[src/rtl/song_sequencer.sv]
// Song sequencer: fetches {note,duration} words from the song ROM and hands them to note_player.
// Optional build macro SONG_SEQ_LOOP_EN: replay the song from entry 0 instead of returning to IDLE.
module song_sequencer #(
  parameter int NOTE_BITS = 5,
  parameter int SONG_BITS = 2
) (
  input  logic                           clk,
  input  logic                           reset,
  input  logic                           play,
  input  logic [SONG_BITS-1:0]           song,
  output logic [SONG_BITS+NOTE_BITS-1:0] rom_addr,
  input  logic [11:0]                    rom_data,
  output logic [5:0]                     note_to_load,
  output logic [5:0]                     duration_to_load,
  output logic                           load_new_note,
  input  logic                           done_with_note,
  output logic                           song_done
);

  typedef enum logic [2:0] {
    IDLE, FETCH, WAIT_ROM, LOAD, WAIT_DONE, END_S
  } state_t;

  state_t                         state_q, state_d;
  logic [NOTE_BITS-1:0]           idx_q, idx_d;
  logic [SONG_BITS-1:0]           song_q, song_d;
  logic [SONG_BITS+NOTE_BITS-1:0] addr_q, addr_d;
  logic [5:0]                     note_q, note_d;
  logic [5:0]                     dur_q, dur_d;
  logic [NOTE_BITS-1:0]           idx_inc;
  logic                           song_chg;

  assign idx_inc = idx_q + 1'b1;

  // A new song selection restarts playback except mid-IDLE and mid-LOAD
  assign song_chg = (state_q != IDLE) && (state_q != LOAD) &&
                    (song != song_q);

  always_comb begin
    state_d = state_q;
    idx_d   = idx_q;
    song_d  = song_q;
    addr_d  = addr_q;
    note_d  = note_q;
    dur_d   = dur_q;
    if (song_chg) begin
      idx_d   = '0;
      song_d  = song;
      addr_d  = {song, {NOTE_BITS{1'b0}}};
      state_d = FETCH;
    end else begin
      unique case (state_q)
        IDLE: if (play) begin
          idx_d   = '0;
          song_d  = song;
          addr_d  = {song, {NOTE_BITS{1'b0}}};
          state_d = FETCH;
        end
        FETCH: if (play) state_d = WAIT_ROM;
        WAIT_ROM: if (play) begin
          if (rom_data[5:0] == 6'd0) begin
            state_d = END_S;
          end else begin
            note_d  = rom_data[11:6];
            dur_d   = rom_data[5:0];
            state_d = LOAD;
          end
        end
        LOAD: state_d = WAIT_DONE;
        // done is honoured even while paused
        WAIT_DONE: if (done_with_note) begin
          if (idx_q == {NOTE_BITS{1'b1}}) begin
            state_d = END_S;
          end else begin
            idx_d   = idx_inc;
            addr_d  = {song_q, idx_inc};
            state_d = FETCH;
          end
        end
        END_S: begin
          idx_d = '0;
`ifdef SONG_SEQ_LOOP_EN
          addr_d  = {song_q, {NOTE_BITS{1'b0}}};
          state_d = FETCH;
`else
          state_d = IDLE;
`endif
        end
        default: state_d = IDLE;
      endcase
    end
  end

  always_ff @(posedge clk) begin
    if (reset) begin
      state_q <= IDLE;
      idx_q   <= '0;
      song_q  <= '0;
      addr_q  <= '0;
      note_q  <= '0;
      dur_q   <= '0;
    end else begin
      state_q <= state_d;
      idx_q   <= idx_d;
      song_q  <= song_d;
      addr_q  <= addr_d;
      note_q  <= note_d;
      dur_q   <= dur_d;
    end
  end

  assign rom_addr         = addr_q;
  assign note_to_load     = note_q;
  assign duration_to_load = dur_q;
  assign load_new_note    = (state_q == LOAD);
  assign song_done        = (state_q == END_S);

endmodule
[config.mk]
export PLATFORM = sky130hd
export DESIGN_NAME = song_sequencer
export DESIGN_NICKNAME = d
export VERILOG_FILES = /design/src/rtl/song_sequencer.sv
export SDC_FILE = /design/constraint.sdc
export NUM_CORES = 1
export LEC_CHECK = 0
export CORE_MARGIN = 1.5
export CORE_UTILIZATION = 46
export DETAILED_ROUTE_END_ITERATION = 8
export GPL_TIMING_DRIVEN = 1
export HOLD_SLACK_MARGIN = 0.06
export PLACE_DENSITY = 0.87
export SETUP_SLACK_MARGIN = 0.1
export SYNTH_ARGS = -nofsm -noshare
export SYNTH_HDL_FRONTEND = slang
export SYNTH_SLANG_ARGS = --single-unit
[constraint.sdc]
create_clock -name clk -period 2.05 [get_ports clk]
set_input_delay 0.41 -clock clk [delete_from_list [all_inputs] [get_ports clk]]
set_output_delay 0.41 -clock clk [all_outputs]
set_load 0.02 [all_outputs]
==> reports/qor.yml <==
status: "completed"
drv_cap: 0
layout_commonest_cell: "clkdlybuf4s50_1"
hold_buffers: 0
syn2layout_area_growth_pct: 42.6
fin_skew_ns: 0.0107
drc: 0
dp_hpwl_mm: 2.28
cts-root-buf: "clkbuf_4"
post_drt_wl_per_cell_um: 13.8
period_needed_ns: 1.93
synth_cells: 151
wirelength_mm: 3.22
drt_iter0_drc: 51
grt_max_degree: 18
grt_pass1_vias: 1230
chipWidth_um: 56.8
r2r_cells: 8
tns_ns: 0
final_core_util: 0.688
synth.area.top_cells: "dfxtp_1, mux2i_1, nor2_1, a21oi_1, nand2_1"
worstHoldPathCells: 2
coreArea_um2: 2760
final_nets: 221
synthFlopType: "dfxtp_1"
ys_types: 32
drv_slew: 0
netlist_area_um2: 1330
drive_gt1_frac: 0.124
min_to: "idx_q[4]$_SDFFE_PP0P_"
finalSetupViolCount: 0
placed_cells: 223
hold_path.class: "flop to flop"
clk_latency_ns: 0.33
globalRouteOverflowTotal: 0
start_util: 0.483
syn-num-nets: 171
cts_buffers: 5
r2r-start: "idx_q[0]$_SDFFE_PP0P_"
worstPathArrival_ns: 2.15
track_usage: 0.211
synth.avg_cell_area_um2: 8.82
fp.dieH_um: 56.8
tightest_slew_ns: 0.512
diodes: 0
num_vias: 1252
cp-end-kind: "flop"
start_kind: "input pin"
h-tree-depth: 2
synth_area_leader_cell: "dfxtp_1"
gp_congestion: 0.805
viasPerCell: 5.37
synth_top_cell_area_share: 0.436
dp_worst_setup_slack_ns: -0.517
cts_sinks: 29
final-hold-violation-count: 0
tritoncts: "yes"
synth_seq_cells: 29
ys_seq_area_frac: 0.436
drt_pass1_iterations: 5
clk_path_buf_depth: 2
row_count: 19
postRouteAntennaNets: 0
antenna_found_initial: 0
ys.warnings.count: 0
holdCritStartpoint: "idx_q[4]$_SDFFE_PP0P_"
synth-async-reset-ratio: 0
reg2reg_slack_ns: 0.12
regArea_um2: 581
worstReg2RegEnd: "rom_addr[2]$_SDFFE_PP0P_"
path_clk_slew_ns: 0.09
multi_input_area_um2: 714
port_buffers: 38
worst_slack_ns: 0.120
min_period_over_period: 0.942
power.leakage_nw: 0.753
most-common-layout-cells: "clkdlybuf4s50_1, dfxtp_1, nor2_1, a21oi_1, mux2i_1"
ios: 39
worst_ep_required_time_ns: 2.27
whs_ns: 0.472
worstPathMaxFanout: 5
synth-edff-count: 0
max_slew_margin: 0.657
fmax_mhz: 518
power_density_nw_per_um2: 680
rsz0062_at_grt: "yes"
dieArea_um2: 3230
grt_pass1_wl_mm: 5.29
ir_drop_uv: 674
final_cells: 233
n_fill_cell: 211
critPathKind: "input pin to flop"
[synth_stat cells, types with 2 or more instances]
| cell type | number |
|---|---|
| a21o_1 | 2 |
| a21oi_1 | 16 |
| a31oi_1 | 3 |
| and3_1 | 2 |
| clkbuf_1 | 4 |
| dfxtp_1 | 29 |
| ha_1 | 2 |
| mux2i_1 | 14 |
| nand2_1 | 12 |
| nand2b_1 | 3 |
| nand3_1 | 5 |
| nor2_1 | 28 |
| nor2b_1 | 3 |
| nor3_1 | 2 |
| o21ai_0 | 3 |
| o21ai_1 | 4 |
| xor2_1 | 4 |
[power breakdown]
part | total, mW | internal [mW] | switching (mW)
combinational | 0.217 | 0.102 | 0.115
sequential | 0.589 | 0.578 | 0.0107
clock | 0.486 | 0.291 | 0.195
total | 1.29 | 0.971 | 0.321
[worst max-delay path by stage]
stage | startpoint | endpoint | cells after the start
global route | idx_q[0]$_SDFFE_PP0P_ | rom_addr[2]$_SDFFE_PP0P_ | 8
finish | play | song_q[0]$_SDFFE_PP0P_ | 7
floorplan | idx_q[0]$_SDFFE_PP0P_ | rom_addr[5]$_SDFFE_PP0P_ | 8
detailed placement | song[1] | duration_to_load[1]$_SDFFE_PP0P_ | 6
global placement | song[1] | duration_to_load[0]$_SDFFE_PP0P_ | 6
CTS | state_q[1]$_SDFFE_PP0P_ | song_done | 3
[metal layers]
layer	GRT usage	vias to the layer above	share of wire
li1	-	622	-
met5	0	-	0
met2	0.375	42	0.50
met4	0.0698	0	0.013
met1	0.239	581	0.44
met3	0.0645	7	0.051
[logic make-up after synthesis]
kind of cell    Yosys count  synth area share
compound gates           31             0.131
mux                      14             0.105
simple gates             62             0.240
buf+inv                   8            0.0366
fa+ha+maj                 2            0.0188
xor+xnor                  5            0.0329
flops                    29             0.436
[metrics by stage]
| step | cell area [µm²] | total power, mW |
|---|---|---|
| final | 1900 | 1.29 |
| after global routing | 1900 | 1.33 |
| after CTS | 1890 | 1.29 |
| after detailed placement | 1780 | 0.805 |
| after global placement | 1780 | 0.797 |
| after floorplan | 1330 | 0.712 |
[cell type report]
class | count | area share
timing repair buffer | 50 | 0.250
sequential | 29 | 0.306
tap | 31 | 0.0204
multi-input combinational | 114 | 0.376
clock buffer | 7 | 0.0290
inverter | 1 | 0.00198
clock inverter | 1 | 0.0158
[state kept, by name (all words and copies together) (netlist names)]
name and cells:
state_q 3, duration_to_load 6, note_to_load 6, idx_q 5, rom_addr 7, song_q 2
[worst max-delay path, cell delays in order]
cell and delay, ns:
clkdlybuf4s50_1 0.54, buf_4 0.16, nor2b_1 0.34, nand2b_1 0.16
o21ai_1 0.26, mux2i_1 0.23, nor2_1 0.06
[repair_timing]
item,in CTS,in global routing
pin swaps,1,0
setup buffers,2,0
resized for setup,3,3
endpoints found under the setup margin,22,19
Power figures use the tool's default switching activity.
